$ cat src/rtl/acs_survivor_unit.sv
// acs_survivor_unit
//   Add-compare-select and register-exchange survivor stage of the 4-state
//   (K=3, rate 1/2, generators 7/5) hard-decision Viterbi decoder.
//   State s = {u[t-1], u[t-2]}; input u moves the encoder to {u, u[t-1]}.
//
// Ports
//   clk        rising-edge clock
//   rst        asynchronous active-high reset
//   start      single-cycle frame restart (metrics, survivors, fill count)
//   in_valid   sym is valid this cycle (always accepted)
//   sym        received hard symbol, sym[1] = c0 (g=7), sym[0] = c1 (g=5)
//   p0..p3     survivor words of states 0..3, bit 2 oldest, bit 0 newest
//   control    index of the state with the minimum metric
//   out_valid  p*/control were updated this cycle
//   dec_bit    bit 2 of the survivor selected by control
//   dec_valid  dec_bit is meaningful (survivor depth filled)
module acs_survivor_unit #(
  parameter int unsigned PM_W    = 6,
  parameter int unsigned PM_INIT = 4
) (
  input  logic       clk,
  input  logic       rst,
  input  logic       start,
  input  logic       in_valid,
  input  logic [1:0] sym,
  output logic [2:0] p0,
  output logic [2:0] p1,
  output logic [2:0] p2,
  output logic [2:0] p3,
  output logic [1:0] control,
  output logic       out_valid,
  output logic       dec_bit,
  output logic       dec_valid
);

  localparam logic [PM_W-1:0] INIT_PM = PM_INIT[PM_W-1:0];
  localparam logic [PM_W:0]   PM_MAX  = {1'b0, {PM_W{1'b1}}};

  typedef enum logic {FILL, STEADY} state_t;

  state_t          state;
  logic [1:0]      fill_cnt;
  logic [PM_W-1:0] pm   [4];
  logic [2:0]      surv [4];

  logic [PM_W-1:0] src_pm   [4];
  logic [2:0]      src_surv [4];
  logic [PM_W:0]   cand0    [4];
  logic [PM_W:0]   cand1    [4];
  logic [PM_W:0]   new_pm   [4];
  logic [2:0]      new_surv [4];
  logic [PM_W-1:0] norm_pm  [4];
  logic [PM_W:0]   min_pm;
  logic [1:0]      best;
  logic [1:0]      cnt_next;

  // Hamming distance between the received symbol and the encoder output
  // for input u leaving state {u1, u2}.
  function automatic logic [1:0] branch_metric(input logic [1:0] rx,
                                               input logic u,
                                               input logic u1,
                                               input logic u2);
    logic [1:0] d;
    d = rx ^ {u ^ u1 ^ u2, u ^ u2};
    return {1'b0, d[1]} + {1'b0, d[0]};
  endfunction

  always_comb begin
    logic [1:0]    nb;
    logic [1:0]    pa;
    logic [1:0]    pb;
    logic [PM_W:0] diff;

    // A start coinciding with in_valid feeds the initial values to the ACS.
    for (int unsigned i = 0; i < 4; i++) begin
      src_pm[i]   = start ? ((i == 0) ? '0 : INIT_PM) : pm[i];
      src_surv[i] = start ? 3'b000 : surv[i];
    end

    // Next state n = {u, a}; predecessors {a,0} and {a,1}; tie keeps {a,0}.
    for (int unsigned n = 0; n < 4; n++) begin
      nb = n[1:0];
      pa = {nb[0], 1'b0};
      pb = {nb[0], 1'b1};
      cand0[n] = {1'b0, src_pm[pa]} +
                 {{(PM_W-1){1'b0}}, branch_metric(sym, nb[1], nb[0], 1'b0)};
      cand1[n] = {1'b0, src_pm[pb]} +
                 {{(PM_W-1){1'b0}}, branch_metric(sym, nb[1], nb[0], 1'b1)};
      if (cand1[n] < cand0[n]) begin
        new_pm[n]   = cand1[n];
        new_surv[n] = {src_surv[pb][1:0], nb[1]};
      end else begin
        new_pm[n]   = cand0[n];
        new_surv[n] = {src_surv[pa][1:0], nb[1]};
      end
    end

    // Strict compare: lowest index wins on equal metrics.
    best   = '0;
    min_pm = new_pm[0];
    for (int unsigned i = 1; i < 4; i++) begin
      if (new_pm[i] < min_pm) begin
        min_pm = new_pm[i];
        best   = i[1:0];
      end
    end

    for (int unsigned i = 0; i < 4; i++) begin
      diff       = new_pm[i] - min_pm;
      norm_pm[i] = (diff > PM_MAX) ? PM_MAX[PM_W-1:0] : diff[PM_W-1:0];
    end

    if (start)
      cnt_next = 2'd1;
    else if (fill_cnt == 2'd3)
      cnt_next = 2'd3;
    else
      cnt_next = fill_cnt + 2'd1;
  end

  always_ff @(posedge clk or posedge rst) begin
    if (rst) begin
      for (int unsigned i = 0; i < 4; i++) begin
        pm[i]   <= (i == 0) ? '0 : INIT_PM;
        surv[i] <= '0;
      end
      state     <= FILL;
      fill_cnt  <= '0;
      control   <= '0;
      out_valid <= 1'b0;
      dec_bit   <= 1'b0;
      dec_valid <= 1'b0;
    end else if (in_valid) begin
      for (int unsigned i = 0; i < 4; i++) begin
        pm[i]   <= norm_pm[i];
        surv[i] <= new_surv[i];
      end
      fill_cnt  <= cnt_next;
      state     <= (cnt_next == 2'd3) ? STEADY : FILL;
      control   <= best;
      out_valid <= 1'b1;
      dec_bit   <= new_surv[best][2];
      // A restarting frame is never decided, even if the old one was steady.
      dec_valid <= (cnt_next == 2'd3) || ((state == STEADY) && !start);
    end else if (start) begin
      for (int unsigned i = 0; i < 4; i++) begin
        pm[i]   <= (i == 0) ? '0 : INIT_PM;
        surv[i] <= '0;
      end
      state     <= FILL;
      fill_cnt  <= '0;
      control   <= '0;
      out_valid <= 1'b0;
      dec_bit   <= 1'b0;
      dec_valid <= 1'b0;
    end else begin
      out_valid <= 1'b0;
      dec_valid <= 1'b0;
    end
  end

  assign p0 = surv[0];
  assign p1 = surv[1];
  assign p2 = surv[2];
  assign p3 = surv[3];

endmodule

$ cat config.mk
export PLATFORM = sky130hd
export DESIGN_NAME = acs_survivor_unit
export DESIGN_NICKNAME = d
export VERILOG_FILES = /design/src/rtl/acs_survivor_unit.sv
export SDC_FILE = /design/constraint.sdc
export NUM_CORES = 1
export LEC_CHECK = 0
export ABC_AREA = 0
export CAP_MARGIN = 20
export CORE_ASPECT_RATIO = 0.75
export CORE_MARGIN = 4
export CORE_UTILIZATION = 60
export DETAILED_ROUTE_END_ITERATION = 16
export HOLD_SLACK_MARGIN = 0.05
export PLACE_DENSITY = 0.76
export RECOVER_POWER = 25
export SLEW_MARGIN = 40
export SYNTH_ARGS = -nofsm -noshare
export SYNTH_HDL_FRONTEND = slang
export SYNTH_SLANG_ARGS = --single-unit
$ cat constraint.sdc
create_clock -name clk -period 14.1 [get_ports clk]
set_input_delay 3.525 -clock clk [delete_from_list [all_inputs] [get_ports clk]]
set_output_delay 3.525 -clock clk [all_outputs]
set_load 0.02 [all_outputs]
==> results of run 1 <==
## registers in the layout (all words and copies together) (netlist names)
register,count
dec_valid,1
control,2
p0,1
fill_cnt,2
p2,1
p3,2
pm,24
state,1
p1,2
dec_bit,1
out_valid,1
## synth_stat cells, types with 12 or more instances
master / number
nor2_1: 77
nor2b_1: 18
a21o_1: 12
inv_1: 59
clkbuf_1: 14
xnor2_1: 33
a21oi_1: 69
nor3_1: 13
ha_1: 60
dfrtp_1: 35
mux2i_1: 26
nand2_1: 75
nand3_1: 24
a31oi_1: 22
nand2b_1: 12
a211oi_1: 13
xor2_1: 16
o21ai_0: 36
## worst max-delay path by stage
stage | startpoint | endpoint
after global placement | sym[0] | pm[22]$_DFFE_PP0P_
after CTS | sym[1] | pm[5]$_DFFE_PP0P_
after detailed placement | sym[0] | pm[5]$_DFFE_PP0P_
final | sym[0] | pm[5]$_DFFE_PP0P_
after global routing | sym[1] | pm[5]$_DFFE_PP0P_
after floorplan | start | pm[3]$_DFFE_PP0P_
## per-stage QoR
stage	hold slack [ns]	worst slack (ns)	cells	instance area, um2	util, %
2_1_floorplan	0.450	0.00363	802	6080	-
3_3_place_gp	0.462	0.462	939	6380	65.6
3_5_place_dp	0.463	-0.0974	939	6380	65.6
4_1_cts	0.478	0.161	947	6580	67.6
5_1_grt	0.490	-0.00239	949	6670	68.5
6_report	0.473	0.474	949	6670	68.5
## area by class of cell
type | instances | area (um2) | area share, %
tap | 132 | 165 | 2.48
timing repair buffer | 44 | 364 | 5.46
clock inverter | 3 | 68.8 | 1.03
sequential | 38 | 955 | 14.3
inverter | 59 | 221 | 3.32
clock buffer | 5 | 125 | 1.88
multi-input combinational | 668 | 4770 | 71.5
## cells by family (layout without fill, tap and decap cells)
logic type	count (synthesis)	in the layout	synth area share (%)
simple gates	258	258	20.2
compound gates	238	238	26.4
buf+inv	96	111	7.00
fa+ha+maj	75	75	15.3
xor+xnor	50	50	7.36
mux	43	43	7.93
flops	38	38	15.8
other cells	1	4	0.0619
## layer usage
layer | vias to the layer above | global-route usage [%] | share of wire [%]
met5 | - | 0 | 0
met4 | 0 | 7.29 | 1.3
met3 | 35 | 8.56 | 12
met2 | 337 | 47.5 | 41
met1 | 2959 | 49.5 | 46
li1 | 2912 | - | -
## worst min-delay path, stage by stage, from the launching register on
cell and delay, ns:
dfrtp_1 0.34, nand2_1 0.05, nand2_1 0.05
## repair_timing
action	CTS	global route
gates resized for setup	0	16
endpoints found under the setup margin	0	24
setup buffers	0	2
==> results by group, run 1 <==
Outcome
  • Status: finished, violations left
  • Failing checks: capacitance limit, slew limit

Cells and area
  • Commonest non-fill, non-tap cell in the layout: nor2_1
  • P&R area growth vs syn: 10.1%
  • Nets: 884
  • Fraction of layout cells with a size suffix above 1: 11.5%
  • Fill count: 816
  • Ant diodes: 0
  • Most frequent cells in the layout: nor2_1 (77), nand2_1 (75), a21oi_1 (67)

Yosys
  • Synth area leader: dfrtp_1
  • Syn Area/Cell: 7.58 um2
  • Cells after Synth: 799
  • Distinct cells, synth: 84
  • Syn. warnings: 0
  • Area contributors post-synth: dfrtp_1 (14%), ha_1 (12%), a21oi_1 (5.7%)
  • EDFF count, synth: 0
  • Main synth FF type: dfrtp_1
  • Synthesized area: 0.00606 mm2
  • Synth top area share: 14.5%
  • Sequential area share after synthesis: 15.8%
  • Ys async rst share: 100%
  • #FFs+latches synth: 38

Min path
  • Hold path cells: 2
  • Worst Hold End: control[1]$_DFFE_PP0P_
  • HP Start: control[1]$_DFFE_PP0P_
  • Hold WC Path Type: register to register

Worst setup path
  • Crit-path max cell delay: 0.51 ns
  • Worst R2R Start: pm[7]$_DFFE_PP0P_
  • Critical Path RT: 14.23 ns
  • Crit Path Class: primary input to register
  • R2R depth: 50
  • Crit path buffers/inverters: 7
  • Cell depth of the worst setup path: 50
  • Worst path arrival time: 13.76 ns
  • Crit end category: register
  • Flop2flop setup slack: 4.05 ns
  • CP Max Fanout: 13
  • Crit-path most repeated cell: ha_1
  • CP top delay family: compound AO/OA/AOI/OAI gates
  • Slowest cell on the critical path: clkdlybuf4s50_1
  • CP startpoint kind: primary input
  • R2r endpoint: pm[5]$_DFFE_PP0P_

Floorplanning
  • Die Span X: 124 um
  • Core Box Area: 0.00974 mm2
  • Die Ht: 95.0 um
  • Initial core utilization: 62.2%
  • DIE AREA: 0.0118 mm2
  • Top Ports: 23
  • Core Rows: 31

Clocking
  • H-tree depth: 2
  • CTS Buf Count: 5
  • Clk pin slew, worst setup/hold paths: 0.06 ns
  • Root Driver: clkbuf_16
  • CTS tree: done
  • Worst-skew pair later-pin latency: 0.29 ns
  • Hold_buf cts: 0
  • CTS Buffer Depth: 2
  • Clock sink total: 38

Detailed routing
  • Initial DRT Pass Iterations: 6
  • Initial drt markers: 844
  • Drt drc: 0
  • Vias per inst: 6.58
  • Total Wirelength: 19,200 um
  • DR vias: 6,243
  • Wire length per cell: 20.3 um
  • Post-route antenna net violation count: 0

STA
  • Final Cycle Share: 96.6%
  • Relative slew slack: -50.4%
  • Fin. Hold Viols: 0
  • Fmax: 0.0734 GHz
  • Setup violators final: 0
  • Setup TNS: 0 ns
  • Slew Viols, Final: 39
  • Clock skew: 0.00849 ns
  • Actual slew at the worst max-slew pin: 2.26 ns
  • Minimum clock period: 13.63 ns

Place
  • GPL Wtd Cong: 1.04
  • Post-detail-place hpwl: 15,100 um
  • IO Port Bufs: 18

GRT
  • Vias in the first global route: 5,736
  • Total gr overflow: 0
  • Initial antenna violation count: 0
  • First-pass GRT wire length: 30,200 um
  • Total GRT Usage: 33.1%
  • Largest net degree at the start of global routing: 50

Flow run
  • Max Cap Violations: 1
Power of run 1 is not shown: default switching activity piles up to over one toggle a cycle in this logic, so the estimate is an artifact.
==> run 2: changes to the inputs <==
- HOLD_SLACK_MARGIN: 0.05 -> 0.15
==> results of run 2 <==
The final DEF is identical to that of run 1; final timing and power are the same.
Power of run 2 is left out for the same reason.
==> run 3: changes to the inputs <==
- CAP_MARGIN: 20 -> unset
==> results of run 3 <==
The final DEF is identical to that of run 1; final timing and power are the same.
Power of run 3 is left out for the same reason.
